File: src/rtl/sbox_share_driver.sv
// sbox_share_driver
// -----------------
// Masking front-end and unmasking back-end for a 4-bit masked Skinny S-box
// core at security order 3. It accepts one plain nibble, splits it into four
// Boolean shares, restarts the core and waits for the core's Synch. It then
// recombines the four output shares into a plain result nibble.
//
// Parameters
//   LFSR_SEED : initial 40-bit LFSR state. A seed of 0 is replaced by 1.
//   TIMEOUT   : maximum number of WAIT cycles before the block aborts.
//               It is used only when SBOX_DRV_TIMEOUT_EN is defined.
//
// Optional feature macro: SBOX_DRV_TIMEOUT_EN
//   When it is defined, WAIT is bounded by TIMEOUT and err pulses on an abort.
//   When it is undefined, WAIT has no bound and err is tied to 0.
//
// Ports
//   clk, rst               : single clock; synchronous active-high reset.
//   in_valid/in_ready      : input handshake; in_data is the unmasked nibble.
//   out_valid/out_ready    : output handshake; out_data is the unmasked result.
//   err                    : one-cycle pulse on a timeout abort.
//   X_s0..X_s3             : input shares to the core.
//   Fresh                  : 24-bit randomness to the core.
//   sbox_rst               : restart of the core.
//   Y_s0..Y_s3             : output shares from the core.
//   Synch                  : result-ready indication from the core.
//   dbg_state              : current FSM state (0 IDLE, 1 LOAD, 2 WAIT, 3 DONE).
//
// Handshakes: a transfer happens on a rising clk edge where valid and ready
// are both high. in_ready is high only in IDLE and only while rst is low.
// out_valid is high only in DONE. While out_valid is high, out_data does not
// change, whatever the state of out_ready.
module sbox_share_driver #(
  parameter logic [39:0] LFSR_SEED = 40'h00_0000_0001,
  parameter int          TIMEOUT   = 16
) (
  input  logic        clk,
  input  logic        rst,
  input  logic        in_valid,
  output logic        in_ready,
  input  logic [3:0]  in_data,
  output logic        out_valid,
  input  logic        out_ready,
  output logic [3:0]  out_data,
  output logic        err,
  output logic [3:0]  X_s0,
  output logic [3:0]  X_s1,
  output logic [3:0]  X_s2,
  output logic [3:0]  X_s3,
  output logic [23:0] Fresh,
  output logic        sbox_rst,
  input  logic [3:0]  Y_s0,
  input  logic [3:0]  Y_s1,
  input  logic [3:0]  Y_s2,
  input  logic [3:0]  Y_s3,
  input  logic        Synch,
  output logic [1:0]  dbg_state
);

  typedef enum logic [1:0] {
    IDLE = 2'd0,
    LOAD = 2'd1,
    WAIT = 2'd2,
    DONE = 2'd3
  } state_t;

  localparam logic [39:0] SEED = (LFSR_SEED == 40'd0) ? 40'd1 : LFSR_SEED;

  state_t      state;
  logic [39:0] lfsr;
  logic        lfsr_fb;

  // Fibonacci LFSR with taps 40,38,21,19. It runs every cycle outside reset,
  // including while the output is backpressured. Its state never reaches 0.
  assign lfsr_fb = lfsr[39] ^ lfsr[37] ^ lfsr[20] ^ lfsr[18];

  always_ff @(posedge clk) begin
    if (rst) lfsr <= SEED;
    else     lfsr <= {lfsr[38:0], lfsr_fb};
  end

`ifdef SBOX_DRV_TIMEOUT_EN
  localparam int CW = $clog2(TIMEOUT + 1);
  logic [CW-1:0] wait_cnt;
  logic          err_q;
  assign err = err_q;
`else
  assign err = 1'b0;
`endif

  always_ff @(posedge clk) begin
    if (rst) begin
      state    <= IDLE;
      X_s0     <= '0;
      X_s1     <= '0;
      X_s2     <= '0;
      X_s3     <= '0;
      Fresh    <= '0;
      out_data <= '0;
`ifdef SBOX_DRV_TIMEOUT_EN
      wait_cnt <= '0;
      err_q    <= 1'b0;
`endif
    end else begin
`ifdef SBOX_DRV_TIMEOUT_EN
      err_q <= 1'b0;
`endif
      case (state)
        IDLE: begin
          // Shares and Fresh are updated only on this edge. They then hold
          // until the next accept, because the core's gadgets need Fresh held
          // constant for the whole evaluation.
          if (in_valid) begin
            X_s1  <= lfsr[3:0];
            X_s2  <= lfsr[7:4];
            X_s3  <= lfsr[11:8];
            X_s0  <= in_data ^ lfsr[3:0] ^ lfsr[7:4] ^ lfsr[11:8];
            Fresh <= lfsr[35:12];
            state <= LOAD;
          end
        end
        LOAD: begin
`ifdef SBOX_DRV_TIMEOUT_EN
          wait_cnt <= '0;
`endif
          state <= WAIT;
        end
        WAIT: begin
          // If Synch and the timeout arrive in the same cycle, Synch wins.
          if (Synch) begin
            out_data <= Y_s0 ^ Y_s1 ^ Y_s2 ^ Y_s3;
            state    <= DONE;
          end
`ifdef SBOX_DRV_TIMEOUT_EN
          else if (wait_cnt == CW'(TIMEOUT - 1)) begin
            err_q <= 1'b1;
            state <= IDLE;
          end else begin
            wait_cnt <= wait_cnt + 1'b1;
          end
`endif
        end
        DONE: begin
          if (out_ready) state <= IDLE;
        end
        default: state <= IDLE;
      endcase
    end
  end

  assign in_ready  = (state == IDLE) && !rst;
  assign out_valid = (state == DONE);
  // While the driver is in reset, the core is held in reset too.
  assign sbox_rst  = rst || (state == LOAD);
  assign dbg_state = state;

endmodule

File: config.mk
export PLATFORM = sky130hd
export DESIGN_NAME = sbox_share_driver
export DESIGN_NICKNAME = d
export VERILOG_FILES = /design/src/rtl/sbox_share_driver.sv
export SDC_FILE = /design/constraint.sdc
export NUM_CORES = 1
export LEC_CHECK = 0
export CORE_MARGIN = 2
export CORE_UTILIZATION = 50
export DETAILED_ROUTE_END_ITERATION = 8
export PLACE_DENSITY_LB_ADDON = 0.05
export SLEW_MARGIN = 20
export SYNTH_ARGS = -nofsm -noshare
export SYNTH_HDL_FRONTEND = slang
export SYNTH_SLANG_ARGS = --single-unit
File: constraint.sdc
create_clock -name clk -period 3 [get_ports clk]
set_clock_uncertainty 0.2 [all_clocks]
set_input_delay 0.45 -clock clk [delete_from_list [all_inputs] [get_ports clk]]
set_output_delay 0.45 -clock clk [all_outputs]
set_load 0.03 [all_outputs]
Word level (Yosys, flattened, before mapping)

Cells that the tools add are included.

$add $sub $neg: 0
$mul: 0
Div/mod/pow operators: 0
Magnitude comparators: 0
Equal/unequal tests: 6
Shifts and indexed selects: 0
Mux-type cells: 4
Bitwise operators: 9
Reductions and logical operators: 7

Operators with widths:

| cell               | count |
|---|---|
| $xor 4x4->4        | 6 |
| $pmux 2 s4         | 1 |
| $mux 2             | 3 |
| $eq 2x2->1 const B | 2 |
| $ne 2x2->1 const B | 2 |
| $reduce_and 2->1   | 2 |
| $reduce_and 3->1   | 1 |
| $xor 1x1->1        | 3 |
| $eq 2x1->1 const B | 1 |
| $logic_not 2->1    | 1 |
| $ne 2x1->1 const B | 1 |
| $logic_and 1x1->1  | 1 |
| $logic_not 1->1    | 1 |
| $logic_or 1x1->1   | 1 |

Register bits: 86
Bits in latches: 0
Memory bits (writable): 0
ROM bits: 0
Input port bits: 25
Output and inout bits: 50
Word-level logic and storage cells: 34
Memories: 0

Depth between registers and ports, before layout

Gate-level depths: netlist of the first run.

Depth after elaboration: 3
Depth in mapped cells: 7
Mapped depth without buffers: 5

Least setup slack after synthesis of the first run

No wires, ideal clock.

Path type: reg-to-output
Start point: register state[1], in the netlist dbg_state[1]
End point: output port in_ready
Arrival: 1252 ps
Data required time: 2350 ps
Setup slack: 1098 ps
Cell stages (with the launch flop): 4
Buffers on the path: 0
Cell sequence: dfxtp_1 > inv_1 > ha_1 > nor2b_1

Cells in the longest elaborated chain, start to end: 2

Ends and longest elaborated chain:

| item                   | line | text |
|---|---|---|
| start, declared        | 69   | `state_t state;` |
| start signal, assigned | 93   | `state <= IDLE;` |
| start signal, assigned | 119  | `state <= LOAD;` |
| start signal, assigned | 126  | `state <= WAIT;` |
| $logic_not 2->1        | 151  | `assign in_ready = (state == IDLE) && !rst;` |
| $logic_and 1x1->1      | 151  |  |
| end, declared          | 40   | `output logic in_ready,` |

Every way passes these cells.

Worst setup path after layout of the first run

Ends and elaborated chain as after synthesis.

==> impl_metrics.yaml, run 1 <==
run_status:
  outcome: "completed"
finish:
  post-route-util: 0.650
  nets: 412
  drive_above_1_share: 0.137
  diodes: 0
  fillers: 535
  area_growth_pct: 27.7
timing:
  slew_headroom: 0.335
  fin_crit_sh: 0.832
  worst_pin_slew_ns: 0.998
  final_hold_viol_count: 0
  fmax_ghz: 0.401
  setup_viol: 0
  grt_setup_unrepaired: "false"
  tns_ns: 0
  finalCriticalPeriod_ns: 2.50
  slew_viol_final: 0
routing:
  vias: 2149
  drt_wl_total_microns: 5340
  drtAntennaViolNets: 0
  drtIter0Drc: 104
  vias_per_cell: 4.62
  drt-pass1-iter-count: 4
  wl_per_cell_microns: 11.5
  drc: 0
setup_path:
  path_class: "reg -> out"
  startpoint_type: "flip-flop"
  path_buf_inv: 2
  rrSetupSlack_ns: 1.15
  cp_data_required_time_ns: 2.35
  critPathSlowestCell: "clkdlybuf4s50_1"
  critPathMaxStageDelay_ns: 0.67
  end_kind: "primary output"
  cp.arrival_ns: 1.85
  cp_max_fo: 5
  worstPathCellList: "inv_1 > ha_1 > nor2b_1 > clkdlybuf4s50_1"
  cp_top_family: "buffers and inverters"
pwr:
  power.density_mw_per_mm2: 658
  peakVddDrop_uv: 346
  p_leak_nw: 1.40
die:
  core_area_sq_mm: 0.00624
  initial_core_util: 0.509
  rows: 29
  die_area_sq_mm: 0.00701
  die_h_microns: 83.7
  io_pins: 75
  dieWidth_microns: 83.7
logic_synthesis:
  synthCells: 318
  synthArstFlopShare: 0
  yosysMostFrequentCell: "dfxtp_1"
  synth.avg_cell_area_sq_um: 9.99
  synth_edf_count: 0
  synth_top_area_share: 0.542
  synthTopCellsByArea: "dfxtp_1, nor2b_1, nand2_1, xnor2_1, a21oi_2"
  yosysWarnings: 0
  synth_area_sq_mm: 0.00318
  synth-seq-area-share: 0.542
  syn_nets: 347
  ys_ff_latch: 86
  netlist_top_cells_count: "dfxtp_1, nand2_1, nor2b_1"
  yosys.area.top_type: "dfxtp_1"
  ys_types: 28
  ys.flop_type: "dfxtp_1"
clocking:
  cts_setup_buffers: 0
  cts_buffers: 9
  htree_num_levels: 3
  cts.sinks: 86
  clkLatencyLatePin_ns: 0.34
  cts_hold_buf: 0
  post_cts_resized: 0
  cts_max_path_buffers: 2
  cts_tree: "built"
  clkTransAtPathRegs_ns: 0.08
  root_buffer: "clkbuf_8"
place:
  hpwl_microns: 3350
  place.port_buffers: 73
  gp_congestion: 0.706
global_routing:
  antenna_found_initial: 0
  grt-ovfl-total: 0
  grt_max_degree: 87
  track_usage: 0.169
  grt_pass1_vias: 2073
  grt_pass1_wl_microns: 9540
min_path:
  min_path_type: "reg -> reg"
job:
  cap_violations: 0
## cell usage in the layout (no fill, tap or decap), drive strengths merged
cell type,instances
xor2,4
a211oi,8
or2,1
inv,3
nor2b,40
clkinv,2
and2,2
nor3b,1
a31o,1
nand2b,4
dfxtp,86
a31oi,1
clkbuf,11
ha,4
bufinv,1
nor2,8
a21oi,37
buf,2
nor3,1
nand2,73
clkinvlp,1
nand4,1
xnor2,23
conb,1
clkdlybuf4s50,72
## routing by layer
layer / track usage / part of all wire
met1: 0.229 / 0.48
met3: 0.0663 / 0.065
met4: 0.0689 / 0.0054
met5: 0 / 0
met2: 0.241 / 0.45
## state kept, by name, summed over array words and instances, names as in the netlist
| signal | count |
|---|---|
| Fresh | 24 |
| X_s3 | 4 |
| X_s1 | 4 |
| X_s0 | 4 |
| X_s2 | 4 |
| dbg_state | 2 |
| lfsr | 40 |
| out_data | 4 |
## kinds of logic (layout without fill, tap and decap cells)
family | Yosys count | count (layout) | share of synthesized area
other | 1 | 1 | 0.00118
XOR/XNOR | 27 | 27 | 0.0744
adder cells (fa/ha/maj) | 4 | 4 | 0.0157
AND/OR/NAND/NOR | 131 | 131 | 0.200
buffers and inverters | 22 | 92 | 0.0524
flip-flops | 86 | 86 | 0.542
AO/OA/AOI/OAI | 47 | 47 | 0.114
## layout make-up
cell class                 count  area, sq um  share of cell area
tap                           77         96.3              0.0237
inverter                       2         7.51             0.00185
multi-input combinational    210         1290               0.318
clock buffer                  11          151              0.0373
sequential                    86         1720               0.424
timing repair buffer          74          736               0.181
clock inverter                 5         56.3              0.0139
## where the power goes
| part | internal, mW | total, mW | switching, mW |
|---|---|---|---|
| combinational | 0.227 | 0.616 | 0.389 |
| clock | 0.431 | 0.828 | 0.397 |
| sequential | 1.19 | 1.23 | 0.0351 |
## stage by stage
step	cells	cell area [sq um]	power, mW	hold slack, ns	worst slack, ns
floorplan	318	3180	1.77	0.214	1.10
global placement	449	3850	1.87	0.218	0.885
detailed placement	449	3850	1.88	0.224	0.851
CTS	465	4060	2.71	0.244	0.468
global route	465	4060	2.82	0.264	0.377
finish	465	4060	2.67	0.238	0.504
## worst paths after layout
| check | from | endpoint | depth (start not counted) |
|---|---|---|---|
| max | dbg_state[1]$_SDFFE_PP0P_ | in_ready | 4 |
| min | lfsr[36]$_SDFF_PP0_ | lfsr[37]$_SDFF_PP0_ | 1 |
| max reg2reg | dbg_state[0]$_SDFFE_PP0P_ | X_s3[1]$_SDFFE_PP0P_ | 5 |
| min reg2reg | lfsr[36]$_SDFF_PP0_ | lfsr[37]$_SDFF_PP0_ | 1 |
(Power assumes the default switching activity.)
==> inputs of run 2 (changes only) <==
Settings changed: CORE_UTILIZATION 50 to 49.
Clock period 3 ns to 2.5 ns, I/O delays scaled along.
==> run 2 against run 1 <==
Effect of this change:
- critical endpoint is now out_valid
- wire length grew 2.7%
- critical path type unchanged
- largest power group unchanged
- sequential share of layout area is 0.13 points higher
- critical path depth shrank 2
- register-to-register slack got worse by 0.44 ns
- combinational power grew 22%
- core utilization fell by 0.95 points
- via count increased by 1.2%
- non-clock buffer count grew 1
==> impl_metrics.yaml, run 2 (same netlist as run 1, synthesis figures left out) <==
place:
  postPlaceCellArea_sq_mm: 0.00386
  dp_slack_ns: 0.422
  dpl.cell_count: 450
  gp_congestion: 0.679
  place.port_buffers: 73
  hpwl_microns: 3490
routing:
  met3WireLength_microns: 310
  met2_length_microns: 2470
  drt_wl_total_microns: 5480
  drtAntennaViolNets: 0
  drtIter0Drc: 70
  wl_per_cell_microns: 11.8
  drt-pass1-iter-count: 4
  drc: 0
  wl_met1_microns: 2630
  top_layer: "met4"
  vias: 2174
  vias_per_cell: 4.68
setup_path:
  cp.arrival_ns: 1.62
  crit_cells: 2
  path_buf_inv: 1
  critPathMaxStageDelay_ns: 0.68
  r2r_cells: 5
  cp_top_family: "buffers and inverters"
  path_class: "reg -> out"
  worstPathCellList: "ha_1 > clkdlybuf4s50_1"
  cp_data_required_time_ns: 1.92
  startpoint_type: "flip-flop"
  end_kind: "primary output"
  cp_max_fo: 5
  critPathSlowestCell: "clkdlybuf4s50_1"
finish:
  final_common_cell: "dfxtp_1"
  nets: 413
  largest_register_ff_count: 40
  final_cell_area_sq_mm: 0.00405
  area_growth_pct: 27.3
  post-route-util: 0.641
  reg_top3: "lfsr: 40 flops, Fresh: 24 flops"
  layout_common_cells: "dfxtp_1, clkdlybuf4s50_1, nand2_1"
  diodes: 0
  layout.cells.non_filler: 465
  regMostFlops: "lfsr"
  drive_above_1_share: 0.139
timing:
  worst_pin_slew_ns: 0.993
  final_hold_viol_count: 0
  setup_slack_ns: 0.310
  fmax_ghz: 0.457
  grt_setup_unrepaired: "false"
  hold_ws_ns: 0.244
  finalCriticalPeriod_ns: 2.19
  setup_viol: 0
  slew_headroom: 0.338
  slew_viol_final: 0
  tns_ns: 0
  fin_crit_sh: 0.876
clocking:
  cts_hold_buf: 0
  clkTransAtPathRegs_ns: 0.08
  htree_num_levels: 3
  cts_max_path_buffers: 2
  cts_buffers: 9
  post_cts_resized: 0
  clkLatencyLatePin_ns: 0.34
  root_buffer: "clkbuf_8"
  cts_setup_buffers: 0
  cts_tree: "built"
  cts.sinks: 86
die:
  initial_core_util: 0.503
  rows: 29
  die_area_sq_mm: 0.00715
  io_pins: 75
  core_area_sq_mm: 0.00631
  dieWidth_microns: 84.5
  die_h_microns: 84.5
global_routing:
  grt-ovfl-total: 0
  grt_pass1_wl_microns: 9320
  grt_max_degree: 87
  track_usage: 0.162
  grt_pass1_vias: 2071
  antenna_found_initial: 0
pwr:
  peakVddDrop_uv: 411
  p_leak_nw: 1.40
  power_mw: 3.15
  power.density_mw_per_mm2: 779
min_path:
  hold_depth: 1
  min_path_type: "reg -> reg"
run_status:
  outcome: "completed"
job:
  cap_violations: 0
## run 2: cell types whose count changed in the layout (fill, tap and decap cells not counted)
cell	before	now
buf_4	2	4
clkbuf_8	11	9
clkdlybuf4s50_1	72	70
clkinv_4	0	1
clkinvlp_4	1	2
dlymetal6s2s_1	0	1
inv_6	1	0
## run 2: final cells by class
cell class	count	area, sq um
clock inverters	6	63.8
multi-input cells	210	1290
well taps	77	96.3
flip-flops and latches	86	1720
repair buffers	75	743
clock buffers	9	124
inverters	2	7.51
fillers	551	2270
## run 2: final timing paths
kind / start / end / slack, ns
setup / recovery: dbg_state[0]$_SDFFE_PP0P_ / out_valid / 0.31
hold / removal: lfsr[36]$_SDFF_PP0_ / lfsr[37]$_SDFF_PP0_ / 0.24
setup reg to reg: dbg_state[1]$_SDFFE_PP0P_ / X_s0[0]$_SDFFE_PP0P_ / 0.71
hold reg to reg: lfsr[36]$_SDFF_PP0_ / lfsr[37]$_SDFF_PP0_ / 0.24
## run 2: power by group
part	internal, mW	switching [mW]
Clock	0.454	0.473
Combinational	0.276	0.476
Sequential	1.43	0.0439
Total	2.16	0.993
## run 2: worst register-to-register path, delay by kind of cell (launching register included)
family	cells	cell delay [ns]
adders and majority gates	1	0.25
and+or+nand+nor	2	0.61
AOI/OAI and AO/OA	1	0.20
buffers and inverters	1	0.11
DFF	1	0.35
## run 2: layer usage
metal | GRT usage | up-vias
met3 | 0.0551 | 5
li1 | - | 1135
met4 | 0.0693 | 0
met5 | 0 | -
met1 | 0.205 | 988
met2 | 0.254 | 46
